## src/rtl/io_input_pkg.sv

```systemverilog
// ============================================================================
// io_input_pkg - shared constants for the input conditioning and port blocks. Rev 1.0
// ============================================================================
`default_nettype none

package io_input_pkg;

   localparam int IO_IN_WIDTH               = 32;
   localparam int DEBOUNCE_TICK_DIV_DEFAULT = 50000;
   localparam int DEBOUNCE_STABLE_DEFAULT   = 4;

   typedef logic [31:0] io_addr_t;

   // Register map of the input-port block; software reads clean levels at PORT0, events at PORT1.
   localparam io_addr_t IO_IN_PORT0_ADDR = 32'h80;
   localparam io_addr_t IO_IN_PORT1_ADDR = 32'h84;
   localparam io_addr_t IO_IN_PORT2_ADDR = 32'h88;
   localparam io_addr_t IO_IN_PORT3_ADDR = 32'h8c;

   function automatic int tick_cnt_width(input int div);
      return (div > 1) ? $clog2(div) : 1;
   endfunction

endpackage

`default_nettype wire

```

## src/rtl/io_debounce_bit.sv

```systemverilog
// ============================================================================
// io_debounce_bit - one-bit synchroniser, sample-window debouncer and sticky rise flag. Rev 1.0
// ============================================================================
`default_nettype none

module io_debounce_bit
   import io_input_pkg::*;
#(
   parameter int STABLE_SAMPLES = DEBOUNCE_STABLE_DEFAULT
) (
   input  logic clk_i,
   input  logic rst_ni,
   input  logic raw_i,
   input  logic sample_tick_i,
   input  logic evt_clr_i,
   output logic clean_o,
   output logic rise_evt_o
);

   logic                      sync1_q;
   logic                      sync2_q;
   logic [STABLE_SAMPLES-1:0] sh_q;
   logic [STABLE_SAMPLES-1:0] sh_d;
   logic                      clean_q;
   logic                      clean_d;
   logic                      evt_q;
   logic                      evt_d;

   // A set in the same cycle as a clear overrides the clear, so no event is lost.
   always_comb begin
      sh_d    = sh_q;
      clean_d = clean_q;
      evt_d   = evt_q;
      if (evt_clr_i) begin
         evt_d = 1'b0;
      end
      if (sample_tick_i) begin
         sh_d = {sh_q[STABLE_SAMPLES-2:0], sync2_q};
         if ((&sh_d) && !clean_q) begin
            clean_d = 1'b1;
            evt_d   = 1'b1;
         end else if (~|sh_d) begin
            clean_d = 1'b0;
         end
      end
   end

   always_ff @(posedge clk_i or negedge rst_ni) begin
      if (!rst_ni) begin
         sync1_q <= 1'b0;
         sync2_q <= 1'b0;
         sh_q    <= '0;
         clean_q <= 1'b0;
         evt_q   <= 1'b0;
      end else begin
         sync1_q <= raw_i;
         sync2_q <= sync1_q;
         sh_q    <= sh_d;
         clean_q <= clean_d;
         evt_q   <= evt_d;
      end
   end

   assign clean_o    = clean_q;
   assign rise_evt_o = evt_q;

endmodule

`default_nettype wire

```

## src/rtl/io_input_debounce.sv

```systemverilog
// ============================================================================
// io_input_debounce - conditions raw switch/button inputs into clean levels and rise events. Rev 1.0
// ============================================================================
`default_nettype none

module io_input_debounce
   import io_input_pkg::*;
#(
   parameter int WIDTH          = IO_IN_WIDTH,
   parameter int TICK_DIV       = DEBOUNCE_TICK_DIV_DEFAULT,
   parameter int STABLE_SAMPLES = DEBOUNCE_STABLE_DEFAULT
) (
   input  logic             io_clk,
   input  logic             resetn,
   input  logic [WIDTH-1:0] raw_in,
   input  logic             evt_clr,
   output logic [WIDTH-1:0] clean_out,
   output logic [WIDTH-1:0] rise_evt,
   output logic             sample_tick
);

   localparam int               CNT_W     = tick_cnt_width(TICK_DIV);
   localparam logic [CNT_W-1:0] TICK_LAST = CNT_W'(TICK_DIV - 1);

   logic [CNT_W-1:0] cnt_q;
   logic [CNT_W-1:0] cnt_d;
   logic             tick_q;
   logic             tick_d;

   // Tick is registered one cycle behind the terminal count, giving a TICK_DIV-cycle period.
   always_comb begin
      cnt_d  = cnt_q + CNT_W'(1);
      tick_d = 1'b0;
      if (cnt_q == TICK_LAST) begin
         cnt_d  = '0;
         tick_d = 1'b1;
      end
   end

   always_ff @(posedge io_clk or negedge resetn) begin
      if (!resetn) begin
         cnt_q  <= '0;
         tick_q <= 1'b0;
      end else begin
         cnt_q  <= cnt_d;
         tick_q <= tick_d;
      end
   end

   assign sample_tick = tick_q;

   for (genvar i = 0; i < WIDTH; i++) begin : g_bit
      io_debounce_bit #(
         .STABLE_SAMPLES(STABLE_SAMPLES)
      ) u_bit (
         .clk_i        (io_clk),
         .rst_ni       (resetn),
         .raw_i        (raw_in[i]),
         .sample_tick_i(tick_q),
         .evt_clr_i    (evt_clr),
         .clean_o      (clean_out[i]),
         .rise_evt_o   (rise_evt[i])
      );
   end

endmodule

`default_nettype wire

```

## config.mk

```make
export PLATFORM = sky130hd
export DESIGN_NAME = io_input_debounce
export DESIGN_NICKNAME = d
export VERILOG_FILES = /design/src/rtl/io_input_pkg.sv /design/src/rtl/io_debounce_bit.sv /design/src/rtl/io_input_debounce.sv
export SDC_FILE = /design/constraint.sdc
export NUM_CORES = 1
export LEC_CHECK = 0
export ABC_CLOCK_PERIOD_IN_PS = 2090
export BUFFER_PORTS_ARGS = -buffer_cell sky130_fd_sc_hd__buf_4
export CAP_MARGIN = 20
export CORE_MARGIN = 4
export CORE_UTILIZATION = 57
export CTS_BUF_LIST = sky130_fd_sc_hd__clkbuf_16
export CTS_CLUSTER_DIAMETER = 100
export CTS_CLUSTER_SIZE = 12
export DETAILED_ROUTE_END_ITERATION = 8
export MAX_ROUTING_LAYER = met4
export PLACE_DENSITY = 0.89
export SETUP_SLACK_MARGIN = 0.15
export SLEW_MARGIN = 15
export SYNTH_ARGS = -nofsm -noshare
export SYNTH_HDL_FRONTEND = slang
export SYNTH_SLANG_ARGS = --single-unit
export TNS_END_PERCENT = 5
```

## constraint.sdc

```tcl
create_clock -name io_clk -period 2.09 [get_ports io_clk]
set_input_delay 0.1045 -clock io_clk [delete_from_list [all_inputs] [get_ports io_clk]]
set_output_delay 0.1045 -clock io_clk [all_outputs]
set_load 0.01 [all_outputs]
```

After elaboration in Yosys (flattened, before gate mapping) --
Index checks and enable logic that the tools add are counted.
Storage, ports and cells: output and inout bits 65, word-level logic and storage cells 518, flip-flop bits (word level) 241, input bits 35
Operators by class: add/subtract/negate cells 1, muxes and demuxes 162, reduce and logical (&&, ||, !) cells 160, eq/ne operators 33
Operators by type and width (count):
- $mux W1 | 161
- $reduce_and A4 Y1 | 32
- $reduce_or A4 Y1 | 32
- $ne A2 B1 Y1 const B | 32
- $reduce_and A2 Y1 | 32
- $logic_and A1 B1 Y1 | 32
- $logic_not A1 Y1 | 32
- $add A16 B1 Y16 const B | 1
- $eq A16 B16 Y1 const B | 1
- $mux W16 | 1

Depth between registers and ports, before layout --
word-level depth 4, depth in mapped cells 6, mapped depth without buffers 5

Cells and area by module --
From an unflattened synthesis, not the netlist that was laid out.
Second synthesis, totals: cell total of the unflattened synthesis 677, area, all modules 8983.6 um2
By module, submodules not included:
- io_debounce_bit | times used 32, area an instance 256.5 um2, cells an instance 19, sequential area each 175.2 um2
- io_input_debounce | times used 1, area an instance 775.7 um2, cells an instance 69, sequential area each 425.4 um2

Worst setup path after synthesis --
No wires, ideal clock.
path kind reg2reg, start point register cnt_q[4], end point register cnt_q[14], data required time 1965 ps, stages on the path, launching flop included 5, path slack 296 ps, buffers on the path 0, arrival 1670 ps, period minus slack after synthesis 1794 ps, path through dfrtp_1 > or4_4 > nor4_4 > nor2_1 > mux2_2
On the way: cells in the longest elaborated chain, start to end 2, elaborated cells on any way between the ends 3, classes of those cells add/sub: 1; eq/ne: 1; mux: 1
Ends and longest elaborated chain:
- from (decl) | RTL line io_input_debounce.sv:25 | logic [CNT_W-1:0] cnt_q;
- from (signal assigned) | RTL line io_input_debounce.sv:45 | cnt_q <= cnt_d;
- $add A16 B1 Y16 or $eq A16 B16 Y1 (tied branches) | RTL line io_input_debounce.sv:32, io_input_debounce.sv:34
- $mux W16 (*) | RTL line io_input_debounce.sv:34 | if (cnt_q == TICK_LAST) begin
- net cnt_d[14] | RTL line io_input_debounce.sv:26 | logic [CNT_W-1:0] cnt_d;
The timed path passes the listed nets; every way through them passes the cells marked *. A chain may end at the register's enable or synchronous reset.

Final worst setup path --
start point register cnt_q[4], end point register cnt_q[9]
Same word-level chain as after synthesis.

==> flow_summary.ini <==
[timing]
worstMarginPinSlew_ns = 0.508
slew_viol_final = 0
finalCriticalPeriod_ns = 1.80
hold_viol_final = 0
max-slew-margin-rel = 0.659
min_period_over_period = 0.863
finClkSkew_ns = 0.0115
rsz0062_at_grt = no
setup_viol = 0
fmax_mhz = 554
setup_tns_ns = 0

[layout]
drive_gt1_frac = 0.278
stdcell_count = 1065
area_growth_pct = 16.4
num-nets-final = 882
post-route-util = 0.685

[drt]
drtPass1Iterations = 4
route.detailed.drc = 0
vias = 5839
drt_iter0_markers = 312
wl_per_cell_um = 16.0
via_per_inst = 5.48
drt_wl_total_mm = 17.1
ant_nets = 0

[global_routing]
grt_max_degree = 75
grtUsageTotal = 0.192
grt_pass1_vias = 6048
grt-ovfl-total = 0
grt_pass1_wl_mm = 28.7
grt_antenna_before_repair = 0

[cts]
clockBufferDepth = 3
cts_setup_buffers = 0
post_cts_resized = 0
path_clk_slew_ns = 0.06
cts.sinks = 241
htree_num_levels = 1
holdBufCountCts = 33
numCtsBuffers = 24
clock_latency_ns = 0.50
cts-root-buf = clkbuf_16
cts_tree = done

[placed_design]
place_inst = 1003
gp_congestion = 0.800
port_buffers = 99
dp_hpwl_mm = 10.5

[hold_path]
hp-class = in2reg

[synthesis]
synthFlopType = dfrtp_1
synth_area_um2 = 9450
ys_seq_elements = 241
synth_edf_count = 0
synth-seq-area-share = 0.638
yosys_warnings = 0
netlist_instances = 768
syn-mean-instance-area_um2 = 12.3
synth.distinct_cells = 30
syn_nets = 804
async_flop_share = 1.00

[job]
drv_cap = 0

[pwr]
p_leak_nw = 4.94
p_per_area_nw_per_um2 = 791
ir_drop_mv = 0.609

[setup_path]
critPathMaxFanout = 9
worstSetupPathType = reg2reg
worstSetupStartpointType = register
endpoint_kind = register
worstPathRequired_ns = 2.48
arrival_ns = 2.20

[floorplan]
start_util = 0.589
coreArea_um2 = 16100
fp.dieArea_um2 = 18700
rows = 46
ios = 100
die_x_um = 137
die_h_um = 137

[status]
status = finished, final reports clean
[path summary, 6_finish.rpt]
check                                                       end                             start  slack [ns]  cells past startpoint
setup / recovery                             cnt_q[9]$_DFF_PN0_                cnt_q[4]$_DFF_PN0_        0.29                      5
hold / removal             g_bit[24].u_bit.rise_evt_o$_DFF_PN0_                           evt_clr        0.07                      2
setup reg to reg                             cnt_q[9]$_DFF_PN0_                cnt_q[4]$_DFF_PN0_        0.29                      5
hold reg to reg                g_bit[3].u_bit.sync2_q$_DFF_PN0_  g_bit[3].u_bit.sync1_q$_DFF_PN0_        0.33                      0
max in group asynchronous    g_bit[7].u_bit.clean_o$_DFFE_PN0P_                            resetn        1.20                      3
min in group asynchronous   g_bit[24].u_bit.clean_o$_DFFE_PN0P_                            resetn        0.11                      2
[per-stage QoR]
step / instance area (um^2) / total power [mW] / hold WS [ns] / setup slack [ns]
after global placement: 10000 / 5.01 / 0.0552 / 0.358
after floorplan: 9450 / 4.85 / -0.191 / 0.296
after CTS: 11000 / 8.80 / 0.0699 / 0.290
after detailed placement: 10000 / 5.02 / 0.0581 / 0.309
final: 11000 / 8.70 / 0.0742 / 0.286
after global routing: 11000 / 9.02 / 0.0778 / 0.220
[Yosys cell counts, types with 10 or more instances]
library cell / count / area, um^2
a21oi_1: 65 / 325
buf_4: 64 / 480
clkbuf_1: 15 / 56.3
dfrtp_1: 241 / 6030
inv_1: 98 / 368
mux2_2: 65 / 732
nand2_1: 37 / 139
nand4_1: 35 / 219
nor2_1: 12 / 45.0
o21ai_0: 32 / 160
o32ai_1: 32 / 280
or4b_2: 32 / 320
xor2_1: 10 / 87.6
[per-layer routing]
layer,track usage,wire length [um],share of wire
met1,0.241,7150,0.42
met2,0.324,8640,0.51
met3,0.0309,791,0.046
met4,0.0615,490,0.029
met5,-,0,0
[placed cells by master (no fill, tap or decap), types with 32 or more instances in the layout]
| cell | n |
|---|---|
| dfrtp_1 | 240 |
| buf_4 | 101 |
| inv_1 | 100 |
| a21oi_1 | 65 |
| mux2_2 | 65 |
| nand2_1 | 37 |
| nand4_1 | 35 |
| dlygate4sd3_1 | 33 |
| o32ai_1 | 32 |
| or4b_2 | 32 |
| o21ai_0 | 32 |
[state kept, by name, indices dropped and copies added, names as in the netlist]
register and count:
g_bit.u_bit.sh_q 96, g_bit.u_bit.clean_o 32, g_bit.u_bit.rise_evt_o 32, g_bit.u_bit.sync1_q 32
g_bit.u_bit.sync2_q 32, cnt_q 16, sample_tick 1
[cell families (layout without fill, tap and decap cells)]
group	count (synthesis)	count (layout)	synth area share
flip-flops	241	241	0.638
buffers and inverters	186	266	0.100
AND/OR/NAND/NOR	133	133	0.0900
AO/OA/AOI/OAI	131	131	0.0829
multiplexers	65	65	0.0774
XOR/XNOR	11	11	0.0102
adder cells (fa/ha/maj)	1	1	0.00132
other	0	1	0
[final cells by class]
cell class	instances	area, um^2
fillers	1074	5060
multi-input cells	341	2470
well taps	216	270
diodes	1	2.50
inverters	98	368
clock buffers	25	626
flip-flops and latches	241	6030
clock inverters	3	18.8
repair buffers	140	1200
[critical path, cell delays in order, from the launching register on]
cell     delay (ns)
dfrtp_1        0.42
or4_4          0.56
nor4_4         0.26
buf_4          0.21
nor2_1         0.05
o22a_1         0.20
[report_power, final]
group,switching [mW],internal [mW],leakage [nW],total [mW]
registers,0.0324,4.73,3.20,4.76
logic,0.120,0.0951,1.42,0.215
clock network,1.61,2.11,0.325,3.72
Note: power is estimated with default switching activity, not from simulation.
